## src/rtl/traffic_pkg.sv

```systemverilog
`default_nettype none
// ============================================================================
// Module      : traffic_pkg
// Description : Shared phase encoding, timer FSM states and the legal
//               phase-successor function for the traffic phase timer.
// Revision    : 1.0 - initial release
// ============================================================================
package traffic_pkg;

  // Light phases as seen on {red,amber,green}
  typedef enum logic [1:0] {
    RED       = 2'd0,
    RED_AMBER = 2'd1,
    GREEN     = 2'd2,
    AMBER     = 2'd3
  } phase_t;

  // Timer FSM states
  typedef enum logic [1:0] {
    SYNC     = 2'd0,
    COUNT    = 2'd1,
    WAIT_CHG = 2'd2,
    ERROR    = 2'd3
  } state_t;

  // Legal successor of a phase in the UK sequence
  function automatic phase_t next_phase(input phase_t p);
    case (p)
      RED:       next_phase = RED_AMBER;
      RED_AMBER: next_phase = GREEN;
      GREEN:     next_phase = AMBER;
      default:   next_phase = RED;
    endcase
  endfunction

endpackage
`default_nettype wire

```

## src/rtl/traffic_phase_decode.sv

```systemverilog
`default_nettype none
// ============================================================================
// Module      : traffic_phase_decode
// Description : Combinational decode of the sequencer's {red,amber,green}
//               lights into a phase code plus a legal flag.
// Revision    : 1.0 - initial release
// ============================================================================
module traffic_phase_decode
  import traffic_pkg::*;
(
  input  logic   i_red,
  input  logic   i_amber,
  input  logic   i_green,
  output phase_t o_phase,
  output logic   o_legal
);

  // Map the four legal light patterns; anything else is flagged illegal
  always_comb begin
    o_phase = RED;
    o_legal = 1'b0;
    case ({i_red, i_amber, i_green})
      3'b100: begin o_phase = RED;       o_legal = 1'b1; end
      3'b110: begin o_phase = RED_AMBER; o_legal = 1'b1; end
      3'b001: begin o_phase = GREEN;     o_legal = 1'b1; end
      3'b010: begin o_phase = AMBER;     o_legal = 1'b1; end
      default: begin o_phase = RED;      o_legal = 1'b0; end
    endcase
  end

endmodule
`default_nettype wire

```

## src/rtl/traffic_phase_timer.sv

```systemverilog
`default_nettype none
// ============================================================================
// Module      : traffic_phase_timer
// Description : Timing stage for the UK traffic-lights sequencer. Watches the
//               lights, times each phase, pulses advance, serves pedestrian
//               requests by extending red and flags illegal/stuck lights.
// Revision    : 1.0 - initial release
// ============================================================================
module traffic_phase_timer
  import traffic_pkg::*;
#(
  parameter int RED_CYCLES       = 8,
  parameter int RED_AMBER_CYCLES = 2,
  parameter int GREEN_CYCLES     = 6,
  parameter int AMBER_CYCLES     = 3,
  parameter int PED_EXTRA_CYCLES = 4,
  parameter int CNT_W            = 8
) (
  input  logic clk,
  input  logic rst,
  input  logic red,
  input  logic amber,
  input  logic green,
  input  logic ped_req,
  output logic advance,
  output logic walk,
  output logic ped_ack,
  output logic phase_err
);

  phase_t w_phase;
  logic   w_legal;

  traffic_phase_decode u_decode (
    .i_red   (red),
    .i_amber (amber),
    .i_green (green),
    .o_phase (w_phase),
    .o_legal (w_legal)
  );

  state_t             r_state;
  phase_t             r_phase;
  // Number of cycles of the current phase already completed; the cycle
  // being observed right now is therefore r_cnt+1.
  logic [CNT_W-1:0]   r_cnt;
  logic               r_ped_pending;
  logic               r_served;
  logic               r_advance;
  logic               r_walk;
  logic               r_ped_ack;
  logic               r_phase_err;

  // Dwell length of a phase; a served red carries the pedestrian extension
  function automatic logic [CNT_W-1:0] dwell(input phase_t p, input logic served);
    case (p)
      RED:       dwell = served ? CNT_W'(RED_CYCLES + PED_EXTRA_CYCLES)
                                : CNT_W'(RED_CYCLES);
      RED_AMBER: dwell = CNT_W'(RED_AMBER_CYCLES);
      GREEN:     dwell = CNT_W'(GREEN_CYCLES);
      default:   dwell = CNT_W'(AMBER_CYCLES);
    endcase
  endfunction

  logic [CNT_W-1:0] w_cur_cycle;
  logic [CNT_W-1:0] w_cur_dwell;
  logic [CNT_W-1:0] w_new_dwell;
  logic             w_same;
  logic             w_succ;
  logic             w_serve;
  logic             w_fault;

  assign w_cur_cycle = r_cnt + 1'b1;
  assign w_cur_dwell = dwell(r_phase, r_served);
  // Dwell of the phase being entered; r_served already reflects the
  // pedestrian decision taken at the end of the preceding amber.
  assign w_new_dwell = dwell(w_phase, r_served);
  assign w_same      = w_legal && (w_phase == r_phase);
  assign w_succ      = w_legal && (w_phase == next_phase(r_phase));
  // A request in the last amber cycle still catches the coming red
  assign w_serve     = r_ped_pending | ped_req;
  assign w_fault     = ((r_state == COUNT)    && !w_same) ||
                       ((r_state == WAIT_CHG) && !w_succ);

  // Phase FSM, dwell counter, pedestrian latch and registered outputs.
  // advance is registered, so it is raised one edge early to be visible
  // in the D-th cycle of the phase.
  always_ff @(posedge clk) begin
    if (rst) begin
      r_state       <= SYNC;
      r_phase       <= RED;
      r_cnt         <= '0;
      r_ped_pending <= 1'b0;
      r_served      <= 1'b0;
      r_advance     <= 1'b0;
      r_walk        <= 1'b0;
      r_ped_ack     <= 1'b0;
      r_phase_err   <= 1'b0;
    end else if (w_fault || (r_state == ERROR)) begin
      r_state     <= ERROR;
      r_advance   <= 1'b0;
      r_walk      <= 1'b0;
      r_ped_ack   <= 1'b0;
      r_phase_err <= 1'b1;
    end else begin
      r_ped_pending <= r_ped_pending | ped_req;
      r_ped_ack     <= 1'b0;
      case (r_state)
        SYNC: begin
          if (w_legal) begin
            r_state   <= COUNT;
            r_phase   <= w_phase;
            r_cnt     <= CNT_W'(1);
            r_advance <= (w_new_dwell == CNT_W'(2));
          end
        end
        COUNT: begin
          if (w_cur_cycle == w_cur_dwell) begin
            r_state   <= WAIT_CHG;
            r_advance <= 1'b0;
            if (r_phase == AMBER) begin
              // Red is next: decide now so walk/ped_ack appear in its cycle 1
              r_served  <= w_serve;
              r_walk    <= w_serve;
              r_ped_ack <= w_serve;
              if (w_serve) begin
                r_ped_pending <= 1'b0;
              end
            end else begin
              r_served <= 1'b0;
              r_walk   <= 1'b0;
            end
          end else begin
            r_cnt     <= w_cur_cycle;
            r_advance <= (w_cur_cycle == (w_cur_dwell - 1'b1));
          end
        end
        WAIT_CHG: begin
          // Reaching here without a fault means the legal successor is shown
          r_state   <= COUNT;
          r_phase   <= w_phase;
          r_cnt     <= CNT_W'(1);
          r_advance <= (w_new_dwell == CNT_W'(2));
        end
        default: begin
          r_state <= ERROR;
        end
      endcase
    end
  end

  assign advance   = r_advance;
  assign walk      = r_walk;
  assign ped_ack   = r_ped_ack;
  assign phase_err = r_phase_err;

endmodule
`default_nettype wire

```

## config.mk

```make
export PLATFORM = sky130hd
export DESIGN_NAME = traffic_phase_timer
export DESIGN_NICKNAME = d
export VERILOG_FILES = /design/src/rtl/traffic_pkg.sv /design/src/rtl/traffic_phase_decode.sv /design/src/rtl/traffic_phase_timer.sv
export SDC_FILE = /design/constraint.sdc
export NUM_CORES = 1
export LEC_CHECK = 0
export BUFFER_PORTS_ARGS = -buffer_cell sky130_fd_sc_hd__buf_4
export CAP_MARGIN = 20
export CORE_UTILIZATION = 25
export CTS_CLUSTER_SIZE = 28
export DETAILED_ROUTE_END_ITERATION = 8
export PLACE_DENSITY = 0.43
export SYNTH_ARGS = -nofsm -noshare
export SYNTH_HDL_FRONTEND = slang
export SYNTH_SLANG_ARGS = --single-unit
```

## constraint.sdc

```tcl
create_clock -name clk -period 3.1 [get_ports clk]
set_clock_uncertainty 0.1 [all_clocks]
set_input_delay 0.465 -clock clk [delete_from_list [all_inputs] [get_ports clk]]
set_output_delay 0.465 -clock clk [all_outputs]
set_load 0.05 [all_outputs]
```

==> metrics.md <==
| Metric | Value |
|---|---|
| CP max stage cell | or4b_1 |
| Initial Util | 25.9% |
| Crit-path max FO | 6 |
| Placed instance area | 1590 um2 |
| Die extent in y | 77.5 um |
| Via Count | ~1,300 |
| Syn nets | 189 |
| Clk sink count | 18 |
| Critical path data arrival time | about 2900 ps |
| DP Wirelength | 2760 um |
| Vias in the first global route | 1,303 |
| Initial antenna violation count | 0 |
| Initial drt markers | 36 |
| Final non-filler cell total | ~260 |
| HP Class | reg2reg |
| Crit. End Element | register |
| Synth warn | 0 |
| Htree depth | 1 |
| Max Freq | 355 MHz |
| Layout overhead on the synthesized area | 14.4% |
| Overflow after GRT | 0 |
| Worst Tran Pin Value | 579 ps |
| Cells after DPL | roughly 250 |
| Area occupied by multi-input gates | 997 um2 |
| Final Hold Fails | 0 |
| DRT Pass-1 Iters | 4 |
| Remaining DRCs | 0 |
| Worst R2R Path Depth | 8 |
| Critical path's largest stage delay | 480 ps |
| GRT Util Overall | 13.1% |
| Largest net degree at the start of global routing | 15 |
| IO buf count | 9 |
| Routed WL | 3540 um |
| Final ANT Viol Nets | 0 |
| Root Driver | clkbuf_8 |
| Fillers | 587 |
| Top_reg_cell synth | dfxtp_1 |
| Period utilization | 90.8% |
| RSZ-0062 raised after global routing | false |
| Yosys reg bits | 18 |
| Worst vdd ir | ~190 uV |
| Die width | 77.5 um |
| Layout Utilization | 29.6% |
| Crit Path Class | reg2reg |
| Rel. slew slack | approximately three fifths |
| Max-cap viol count | 0 |
| Post-layout net count | approximately 200 |
| First-pass GRT wire length | 6200 um |
| Synth Cell Area | 1430 um2 |
| TNS Setup | 0 ps |
| Layout cells sized above 1 | 13.6% |
| CP Cell Sequence | inv_1, ha_1, or3_4, a2111oi_4, nor4b_2, a211o_1, or4b_1, o32ai_1 |
| CTS Buf Count | 3 |
| Post-synth EDFFs | 0 |
| Core area | 5510 um2 |
| Row count | 27 |
| Req. time, crit path | 3170 ps |
| Finished Cell Area | 1630 um2 |
| Yosys cell types | 47 |
| Deepest clock path buffer count | 2 |
| CTS tree | done |
| Clock transition at path regs | ~70 ps |
| Minimum clock period | 2810 ps |
| Hold Crit Depth | 2 |
| Leakage | 0.638 nW |
| Worst-Skew Late Latency | approximately 250 ps |
| I/O pin cnt | 10 |
| Total power | 0.572 mW |
| Routed wire length per instance | between 10 and 15 um |
| Flip-flop and latch area | ~360 um2 |
| Post-CTS setup buffer count | 0 |
| Synth Instances | 174 |
| Final setup vio count | 0 |
| Asr flop ratio synth | 0% |
| Inserted Diodes | 0 |
| Mean Syn Cell Area | 8.20 um2 |
| Die footprint | 6010 um2 |
| Critical path startpoint category | register |
| Status | finished clean |
| Power Density | 351 nW/um2 |
| Vias per std cell | 5.13 |
| Gates resized, CTS repair | 0 |
| Max-slew violation count | 0 |
| GP Congestion | about 0.75 |
| CTS Hold Bufs | 0 |
| Sequential area share after synthesis | 25.3% |
-- logic make-up after synthesis --
kind of cell    Yosys count  synth area share, %
flops                    18                 25.3
simple gates             73                 29.8
compound gates           40                 20.7
fa+ha+maj                 9                 7.89
xor+xnor                 13                 7.98
mux                       5                 3.51
buf+inv                  16                 4.82
-- cells in the mapped netlist, types with 2 or more instances --
master | number | share of area [%]
nand2_1 | 11 | 2.9
inv_1 | 8 | 2.1
nand4_1 | 5 | 2.2
mux2i_1 | 5 | 3.5
a211oi_1 | 5 | 2.6
a31oi_1 | 2 | 0.88
nand2b_1 | 2 | 0.88
xor2_1 | 4 | 2.5
a21oi_1 | 5 | 1.8
ha_1 | 9 | 7.9
a211o_1 | 2 | 1.2
a21o_1 | 3 | 1.6
nand3_1 | 3 | 1.1
nor4_1 | 6 | 2.6
dfxtp_1 | 18 | 25
o311a_1 | 2 | 1.4
xnor2_1 | 9 | 5.5
nor2_1 | 10 | 2.6
o21ai_0 | 11 | 3.9
and3_1 | 2 | 0.88
and2_1 | 6 | 2.6
nand3b_1 | 3 | 1.6
nor2b_1 | 5 | 2.2
nor3_1 | 10 | 3.5
clkbuf_1 | 6 | 1.6
-- through the flow --
step / hold slack (ps) / worst slack (ps)
finish: 384 / 286
global route: 399 / 67.9
CTS: 385 / 274
detailed placement: 357 / 294
global placement: 362 / 266
floorplan: 336 / 466
-- cells in the final DEF (no fill, tap or decap), types with 6 or more instances in the layout --
cell type / n
buf_4: 15
dfxtp_1: 18
o21ai_0: 11
xnor2_1: 9
and2_1: 6
nor2_1: 10
nand2_1: 11
inv_1: 8
ha_1: 9
nor3_1: 10
nor4_1: 6
-- per-layer routing --
metal	global-route usage [%]	part of all wire, %	vias up
li1	-	-	664
met1	16.0	47	620
met2	22.7	49	24
met3	2.59	2.5	6
met4	4.15	1.4	0
met5	0	0	-
-- power by group --
part | total [mW] | switching [mW] | leakage (nW) | internal [mW]
sequential | 0.253 | 0.0116 | 0.147 | 0.241
clock | 0.165 | 0.0783 | 0.0216 | 0.0863
combinational | 0.155 | 0.0896 | 0.470 | 0.0649
total | 0.572 | 0.180 | 0.638 | 0.392
-- final timing paths --
kind / startpoint / to / slack [ps]
setup / recovery: r_phase[0] / r_cnt[1] / 290
hold reg to reg: r_served / r_served / 380
hold / removal: r_served / r_served / 380
setup reg to reg: r_phase[0] / r_cnt[1] / 290
-- critical path: cells and delay by family (launching register included) --
family / cells / cell delay, ps
simple gates: 3 / 990
compound gates: 3 / 890
flops: 1 / 380
fa+ha+maj: 1 / 240
buf+inv: 1 / 130
-- final cells by class --
| class | count | area share, % |
|---|---|---|
| multi-input combinational | 140 | 61.1 |
| sequential | 18 | 22.1 |
| timing repair buffer | 15 | 6.90 |
| tap | 72 | 5.52 |
| clock buffer | 3 | 2.53 |
| inverter | 8 | 1.84 |
-- state kept, by name (all words and copies together), names as in the netlist --
signal / count
ped_ack: 1
r_cnt: 8
advance: 1
r_state: 2
r_ped_pending: 1
walk: 1
r_served: 1
phase_err: 1
r_phase: 2
Note: power is estimated with default switching activity, not from simulation.
